[src/rtl/inside_grid_scan.sv]
// Grid scanner: walks a rectangular point grid against one latched jammer and
// accumulates the hit count and bounding box of points inside the jammer radius.

module inside_ #(
    parameter int N = 8
) (
    input  logic signed [N+1:0] xp,
    input  logic signed [N+1:0] yp,
    input  logic signed [N-1:0] xj,
    input  logic signed [N-1:0] yj,
    input  logic        [N:0]   rj,
    output logic                in_range
);
    localparam int DW = N + 3;
    localparam int SW = 2 * N + 6;

    logic signed [DW-1:0] dx;
    logic signed [DW-1:0] dy;
    logic signed [SW-1:0] dx_ext;
    logic signed [SW-1:0] dy_ext;
    logic signed [SW-1:0] sq_x;
    logic signed [SW-1:0] sq_y;
    logic        [SW-1:0] dist2;
    logic        [SW-1:0] r_ext;
    logic        [SW-1:0] r2;

    // Operands are widened before the subtract so the extreme corner of the grid
    // against the opposite jammer extreme cannot overflow.
    always_comb begin
        dx     = $signed({xp[N+1], xp}) - $signed({{3{xj[N-1]}}, xj});
        dy     = $signed({yp[N+1], yp}) - $signed({{3{yj[N-1]}}, yj});
        dx_ext = $signed({{(SW-DW){dx[DW-1]}}, dx});
        dy_ext = $signed({{(SW-DW){dy[DW-1]}}, dy});
        sq_x   = dx_ext * dx_ext;
        sq_y   = dy_ext * dy_ext;
        dist2  = $unsigned(sq_x + sq_y);
        r_ext  = {{(SW-N-1){1'b0}}, rj};
        r2     = r_ext * r_ext;
        in_range = (dist2 <= r2);
    end
endmodule

module inside_grid_scan #(
    parameter int N = 8
) (
    input  logic                 clk,
    input  logic                 rst,
    input  logic                 start,
    input  logic signed [N+1:0]  x_min,
    input  logic signed [N+1:0]  x_max,
    input  logic signed [N+1:0]  y_min,
    input  logic signed [N+1:0]  y_max,
    input  logic        [N-1:0]  step,
    input  logic signed [N-1:0]  xJ,
    input  logic signed [N-1:0]  yJ,
    input  logic        [N:0]    rJ,
    output logic                 busy,
    output logic                 done,
    output logic        [2*N+4:0] hit_count,
    output logic                 any_hit,
    output logic signed [N+1:0]  bb_xmin,
    output logic signed [N+1:0]  bb_xmax,
    output logic signed [N+1:0]  bb_ymin,
    output logic signed [N+1:0]  bb_ymax
);
    localparam int PW = N + 2;
    localparam int EW = N + 3;
    localparam int CW = 2 * N + 5;

    typedef enum logic [1:0] {
        S_IDLE = 2'd0,
        S_SCAN = 2'd1,
        S_FIN  = 2'd2
    } state_t;

    state_t state;
    state_t state_nx;

    logic signed [PW-1:0] x_min_q;
    logic signed [PW-1:0] x_max_q;
    logic signed [PW-1:0] y_max_q;
    logic        [N-1:0]  step_q;
    logic signed [N-1:0]  xj_q;
    logic signed [N-1:0]  yj_q;
    logic        [N:0]    rj_q;
    logic signed [PW-1:0] xp;
    logic signed [PW-1:0] yp;

    logic signed [EW-1:0] x_nx;
    logic signed [EW-1:0] y_nx;
    logic                 x_adv;
    logic                 y_adv;
    logic                 last_pt;
    logic                 empty_grid;
    logic                 accept;
    logic                 hit;
    logic                 hit_en;

    function automatic logic signed [PW-1:0] smin(input logic signed [PW-1:0] a,
                                                  input logic signed [PW-1:0] b);
        return (a < b) ? a : b;
    endfunction

    function automatic logic signed [PW-1:0] smax(input logic signed [PW-1:0] a,
                                                  input logic signed [PW-1:0] b);
        return (a > b) ? a : b;
    endfunction

    // Advance arithmetic is one bit wider than the coordinates so a point near
    // the positive limit plus a large pitch compares correctly instead of wrapping.
    always_comb begin
        x_nx       = $signed({xp[PW-1], xp}) + $signed({3'b000, step_q});
        y_nx       = $signed({yp[PW-1], yp}) + $signed({3'b000, step_q});
        x_adv      = (x_nx <= $signed({x_max_q[PW-1], x_max_q}));
        y_adv      = (y_nx <= $signed({y_max_q[PW-1], y_max_q}));
        last_pt    = !x_adv && !y_adv;
        empty_grid = (x_max < x_min) || (y_max < y_min);
        accept     = (state == S_IDLE) && start;
        hit_en     = (state == S_SCAN) && hit;
    end

    inside_ #(.N(N)) u_inside (
        .xp       (xp),
        .yp       (yp),
        .xj       (xj_q),
        .yj       (yj_q),
        .rj       (rj_q),
        .in_range (hit)
    );

    always_ff @(posedge clk) begin
        if (rst) begin
            state <= S_IDLE;
        end else begin
            state <= state_nx;
        end
    end

    always_comb begin
        state_nx = state;
        case (state)
            S_IDLE: begin
                if (start) begin
                    state_nx = empty_grid ? S_FIN : S_SCAN;
                end
            end
            S_SCAN: begin
                if (last_pt) begin
                    state_nx = S_FIN;
                end
            end
            S_FIN:   state_nx = S_IDLE;
            default: state_nx = S_IDLE;
        endcase
    end

    assign busy = (state == S_SCAN);
    assign done = (state == S_FIN);

    // Scan operands and the point walker carry no reset: they are only
    // consumed while scanning, which always starts from a fresh latch.
    always_ff @(posedge clk) begin
        if (accept) begin
            x_min_q <= x_min;
            x_max_q <= x_max;
            y_max_q <= y_max;
            step_q  <= (step == '0) ? N'(1) : step;
            xj_q    <= xJ;
            yj_q    <= yJ;
            rj_q    <= rJ;
            xp      <= x_min;
            yp      <= y_min;
        end else if (state == S_SCAN) begin
            if (x_adv) begin
                xp <= x_nx[PW-1:0];
            end else if (y_adv) begin
                xp <= x_min_q;
                yp <= y_nx[PW-1:0];
            end
        end
    end

    always_ff @(posedge clk) begin
        if (rst) begin
            hit_count <= '0;
            any_hit   <= 1'b0;
            bb_xmin   <= '0;
            bb_xmax   <= '0;
            bb_ymin   <= '0;
            bb_ymax   <= '0;
        end else if (accept) begin
            hit_count <= '0;
            any_hit   <= 1'b0;
            bb_xmin   <= '0;
            bb_xmax   <= '0;
            bb_ymin   <= '0;
            bb_ymax   <= '0;
        end else if (hit_en) begin
            hit_count <= hit_count + CW'(1);
            any_hit   <= 1'b1;
            if (!any_hit) begin
                bb_xmin <= xp;
                bb_xmax <= xp;
                bb_ymin <= yp;
                bb_ymax <= yp;
            end else begin
                bb_xmin <= smin(bb_xmin, xp);
                bb_xmax <= smax(bb_xmax, xp);
                bb_ymin <= smin(bb_ymin, yp);
                bb_ymax <= smax(bb_ymax, yp);
            end
        end
    end
endmodule

[config.mk]
export PLATFORM = sky130hd
export DESIGN_NAME = inside_grid_scan
export DESIGN_NICKNAME = d
export VERILOG_FILES = /design/src/rtl/inside_grid_scan.sv
export SDC_FILE = /design/constraint.sdc
export NUM_CORES = 1
export LEC_CHECK = 0
export CORE_UTILIZATION = 60
export CTS_CLUSTER_SIZE = 30
export DETAILED_ROUTE_END_ITERATION = 8
export DONT_BUFFER_PORTS = 1
export HOLD_SLACK_MARGIN = 0.06
export MAX_ROUTING_LAYER = met4
export PLACE_DENSITY_LB_ADDON = 0.1
export SETUP_SLACK_MARGIN = 0.05
export SLEW_MARGIN = 20
export SYNTH_ARGS = -nofsm -noshare
export SYNTH_HDL_FRONTEND = slang
export SYNTH_HIERARCHICAL = 1
export SYNTH_SLANG_ARGS = --single-unit
[constraint.sdc]
create_clock -name clk -period 11 [get_ports clk]
set_clock_uncertainty 0.2 [all_clocks]
set_input_delay 2.2 -clock clk [delete_from_list [all_inputs] [get_ports clk]]
set_output_delay 2.2 -clock clk [all_outputs]
set_load 0.02 [all_outputs]
Yosys cells after proc, flatten, opt, wreduce, memory -nomap -nowiden
Index checks and enable logic that the tools add are counted.

storage, ports and cells
  word-level logic and storage cells = 82
  output and inout bits = 64
  input bits = 76
  memories = 0
  latch bits = 0
  register bits after elaboration = 147
  bits in read-only memories = 0
  bits in writable memories = 0

cells by class
  order comparisons = 9
  divide/modulo/power cells = 0
  equality and inequality tests = 9
  $add $sub $neg = 6
  reduce and logical (&&, ||, !) cells = 19
  multiplexer cells = 20
  bitwise gates (word level) = 0
  shifts and indexed selects = 0
  $mul = 3

operators by type and width
  kind                                                                     number
  10-bit 2-to-1 mux                                                        16
  11-bit by 11-bit multiplier with 22-bit output                           2
  10-bit less-than comparator                                              4
  10-bit by 9-bit adder with 11-bit output                                 2
  22-bit adder                                                             1
  11-bit by 10-bit less-or-equal comparator with 1-bit output              2
  22-bit by 18-bit less-or-equal comparator with 1-bit output              1
  10-bit by 8-bit subtractor with 11-bit output                            2
  21-bit by 1-bit adder with 21-bit output, second input constant          1
  10-bit greater-than comparator                                           2
  9-bit by 9-bit multiplier with 18-bit output                             1
  2-bit AND reduction                                                      6
  2-bit inequality test, second input constant                             5
  8-bit zero test                                                          1
  2-bit 2-to-1 mux                                                         3
  2-bit by 1-bit inequality test with 1-bit output, second input constant  2
  2-bit one-hot mux with 2 select lines                                    1
  2-bit nonzero test                                                       2
  1-bit logical AND                                                        3
  3-bit AND reduction                                                      1
  3-bit nonzero test                                                       1
  2-bit by 1-bit equality test with 1-bit output, second input constant    1
  2-bit equality test, second input constant                               1
  1-bit zero test                                                          2
  other kinds (3)                                                          3

Depth between registers and ports, before layout
Gate-level depths: netlist of run 1.

  depth in word-level cells = 6
  depth in mapped cells = 47
  gate-level depth less buffers = 46

Hierarchy
Netlist of run 1, hierarchy kept.

by module, submodules not included
  module            area an instance (um^2)  instances  cells an instance  sequential area each (um^2)
  inside_           11512.3                  1          1282               0.0
  inside_grid_scan  8031.5                   1          772                3773.6

Worst setup path before layout of run 1
OpenSTA, ideal clock, no wires.

  path kind = register -> register
  start point = register yp[0]
  end point = register hit_count[19]
  path slack = -29 ps
  clock period less this slack = 11029 ps
  stages on the path, launching flop included = 46
  data arrival time = 10758 ps
  library setup time = 71 ps
  cells stage by stage = edfxtp_1 -> inv_1 -> ha_1 -> inv_1 -> fa_1 -> a21o_1 -> a21oi_1 -> nor2b_1 -> o21ai_0 -> a21boi_1 -> a31o_2 -> clkbuf_1 -> inv_1 -> clkbuf_1 -> and2_1 -> inv_1 -> fa_1 -> fa_1 -> [10 not listed] -> o21ai_1 -> and3_1 -> a221o_1 -> nor2_1 -> xnor2_1 -> ha_1 -> nand4_1 -> nor4_1 -> a21oi_1 -> a211o_1 -> nor4_2 -> and3b_1 -> buf_2 -> nand4_1 -> nor2_1 -> nand3_1 -> or3_1 -> a21oi_1

on the way
  word-level cells in the longest chain between the ends = 5

RTL lines
  item                                                         RTL line  RTL
  from (decl)                                                  87        logic signed [PW-1:0] yp;
  from (signal assigned)                                       172       yp <= y_min;
  from (signal assigned)                                       178       yp <= y_nx[PW-1:0];
  10-bit by 8-bit subtractor with 11-bit output                31        dy = $signed({yp[N+1], yp}) - $signed({{3{yj[N-1]}}, yj});
  11-bit by 11-bit multiplier with 22-bit output               35        sq_y = dy_ext * dy_ext;
  22-bit adder                                                 36        dist2 = $unsigned(sq_x + sq_y);
  22-bit by 18-bit less-or-equal comparator with 1-bit output  39        in_range = (dist2 <= r2);
  net hit                                                      96        logic hit;
  1-bit logical AND                                            119       hit_en = (state == S_SCAN) && hit;
  to (signal assigned)                                         199       hit_count <= hit_count + CW'(1);
  to (decl)                                                    59        output logic [2*N+4:0] hit_count,

The timed path passes the listed nets, and every way through them passes these cells.
A chain may end at the register's enable or synchronous reset.

Final worst setup path of run 1
  start point = register yp[0]
  end point = register bb_xmin[5]

on the way
  word-level cells in the longest chain between the ends = 6

RTL lines
  item                                                         RTL line  RTL
  10-bit by 8-bit subtractor with 11-bit output                31
  11-bit by 11-bit multiplier with 22-bit output               35
  22-bit adder                                                 36
  22-bit by 18-bit less-or-equal comparator with 1-bit output  39
  net hit                                                      96
  1-bit logical AND                                            119
  2-bit AND reduction (no line)                                --
  to (signal assigned)                                         202       bb_xmin <= xp;
  to (signal assigned)                                         207       bb_xmin <= smin(bb_xmin, xp);
  to (decl)                                                    61        output logic signed [N+1:0] bb_xmin,

The timed path passes the listed nets, and every way through them passes these cells.

==> metrics.txt, run 1 <==
Synth Instances=2054; Synth Register Bits=147; total length of routed wires=44180 microns; Worst Path Class, Setup=reg -> reg; Tightest Hold Check Type=reg -> reg; Slew @ Worst Pin=952.0 ps; Antenna Violating Nets Remaining=0; met3 WL=2319 microns; met2 WL post-DR=22790 microns; CP endpoint kind=flip-flop; Reg2Reg Setup Slack=500 ps; mapped cell area=0.01954 sq mm; total number of vias=14020; largest net degree at the start of global routing=63; hold path depth=2; min Tclk post-route=10500 ps; # nets final=2700; final hold vios=0; Vias/cell=5.499; Crit path depth=42; reg2reg end=bb_xmin[5]; clock buffer depth=2; Critical Path RT=11170 ps; Sink Count=147; worst-case reg-to-reg path depth=42; Die Wd=182.5 microns; fin. max-slew vios=0; Yosys cell types=64; final period utilization=95.48%; synthesized net count=2654; Max Cap Viol=0; vias in the first global route=14720; worst-path fanout max=10; Crit Reg-Reg Startpoint=yp[0]; status=complete, no violations; TritonCTS clock tree=yes; setup TNS=0 ps; DRC Markers=0; syn_area_per_cell=9.515 sq um; # IOs=140; CP arrival=10670 ps; maximum clock rate=95.22 MHz; initial antenna violation count=1; asr flop ratio synth=0%; row cnt=65; Worst-path clk slew=70 ps; remaining global-route overflow=0; Slew HR=36.54%; storage element area=0.003774 sq mm; first-pass GRT wire length=71870 microns; synth warn=6; All-Layer GR Usage=28.54%; Worst-Skew Late Latency=440 ps; Avg WL per Cell=17.33 microns; multi-input combinational cell area=0.01404 sq mm; Slowest-stage cell, CP=fa_1; cell family with most CP delay=adder cells; core area=0.03180 sq mm; highest metal used=met4; crit-path most repeated cell=fa_1; 1st-iter DRT viols=617; Hold Buf Count CTS=0; Primary FF master, synth=edfxtp_1; H-tree levels=4; Buffers on Ports=0; share of cells above drive strength 1=7.572%; HP Start=x_min_q[8]; Crit path buffers/inverters=8; Seq/Total Area, Yosys=19.31%; Fin Hold WS=396.3 ps; GPL Wtd Cong=0.9556; Die Y=182.5 microns; hpwl dp=37230 microns; met1 wire length=17810 microns; Synth-to-Final Area Change=8.579%; Setup crit start kind=flip-flop; Hold EP=xp[8]; number of flops mapped to enable cells by yosys=83; drt first pass iters=5; CTS buffer count=17; Initial Util=61.46%; final setup fails=0; root buffer cell=clkbuf_16; fill cell count=2591; Die ar.=0.03330 sq mm; CP peak stage delay=550 ps
## per-stage QoR
step / instance area [sq um] / instances / utilization, % / worst slack, ps
final: 21220 / 2549 / 66.73 / 497.7
after global routing: 21220 / 2549 / 66.73 / -5.280
after CTS: 20900 / 2527 / 65.72 / 56.03
after detailed placement: 20260 / 2493 / 63.71 / -216.6
after global placement: 20260 / 2493 / 63.71 / 81.25
after floorplan: 19550 / 2054 / - / 138.7
## state kept, by name, summed over array words and instances (netlist names), 8 cells and up
signal,cells
bb_xmin,10
y_max_q,10
xj_q,8
step_q,8
x_max_q,10
x_min_q,10
rj_q,9
hit_count,21
bb_ymax,10
yp,10
bb_xmax,10
yj_q,8
bb_ymin,10
xp,10
## layer usage
| metal | up-vias | track usage (%) |
|---|---|---|
| li1 | 6666 | - |
| met1 | 6916 | 33.70 |
| met2 | 361 | 50.11 |
| met3 | 75 | 3.931 |
| met4 | 0 | 9.345 |
| met5 | - | - |
## cells by family (layout without fill, tap and decap cells)
logic type / after synthesis / in the layout / synth area share, %
adders and majority gates: 524 / 524 / 44.07
buffers and inverters: 501 / 560 / 9.686
and+or+nand+nor: 468 / 468 / 11.37
AOI/OAI and AO/OA: 269 / 269 / 8.720
DFF: 147 / 147 / 19.31
xor gates and xnor gates: 98 / 98 / 4.392
muxes: 47 / 47 / 2.452
other: 0 / 1 / 0
## timing repair
action	4_1_cts	5_1_grt
setup endpoints to repair	24	61
resized for setup	6	44
setup buffers	2	21
pin swaps	1	16
## layout by cell type, fill, tap and decap left out, types with 23 or more instances in the layout
cell / count
a21o_1: 38
a21oi_1: 68
and2_1: 45
buf_4: 60
dfxtp_1: 64
edfxtp_1: 83
fa_1: 272
ha_1: 249
inv_1: 455
mux2i_1: 40
nand2_1: 105
nor2_1: 168
nor3_1: 23
o21ai_0: 56
xnor2_1: 61
xor2_1: 32
## Yosys cell counts (3+ instances only)
library cell	number	share of area, %
a211oi_1	9	0.35
a21boi_0	5	0.19
a21o_1	38	1.5
a21oi_1	71	1.8
a31o_2	4	0.18
a31oi_1	12	0.38
and2_1	46	1.5
and3_1	7	0.22
and4_1	3	0.13
buf_2	4	0.10
clkbuf_1	32	0.61
dfxtp_1	64	6.6
edfxtp_1	83	13
fa_1	274	28
ha_1	250	16
inv_1	459	8.8
inv_2	3	0.058
mux2_2	7	0.40
mux2i_1	40	2.0
nand2_1	105	2.0
nand2b_1	19	0.61
nand3_1	19	0.49
nand3b_1	5	0.19
nand4_1	18	0.58
nor2_1	172	3.3
nor2b_1	22	0.70
nor3_1	23	0.59
nor4_1	5	0.16
o2111ai_1	5	0.22
o211ai_1	14	0.54
o21a_1	12	0.46
o21ai_0	62	1.6
o21ai_1	9	0.23
o21bai_1	5	0.19
o31ai_1	4	0.15
or2_2	8	0.26
or3_1	6	0.19
xnor2_1	64	2.9
xor2_1	34	1.5
## how the worst max path moves through the flow
stage / startpoint / end
floorplan: yp[0] / hit_count[19]
global placement: xj_q[0] / hit_count[14]
detailed placement: yp[0] / hit_count[14]
CTS: yp[0] / hit_count[19]
global route: yp[0] / bb_xmin[3]
finish: yp[0] / bb_xmin[5]
## worst reg2reg max path: cells and delay by family, from the launching register on
| family | cells | cell delay (ps) |
|---|---|---|
| flops | 1 | 380 |
| simple gates | 10 | 2340 |
| xor+xnor | 2 | 270 |
| compound gates | 11 | 2170 |
| buf+inv | 8 | 590 |
| fa+ha+maj | 11 | 4490 |
## cell type report
type,instances,area share (%)
antenna,1,0.01179
clock buffer,17,2.005
clock inverter,15,0.8432
inverter,464,8.225
multi-input combinational,1406,66.17
sequential,147,17.78
tap,435,2.565
timing repair buffer,64,2.394
Power of run 1 is not shown: default switching activity piles up to over one toggle a cycle in this logic, so the estimate is an artifact.
==> run 2: changes to the inputs <==
- HOLD_SLACK_MARGIN: 0.06 -> unset
==> results of run 2 <==
Same layout as run 1: the final DEF is identical, and so are final timing and power.
Power of run 2 is left out for the same reason.
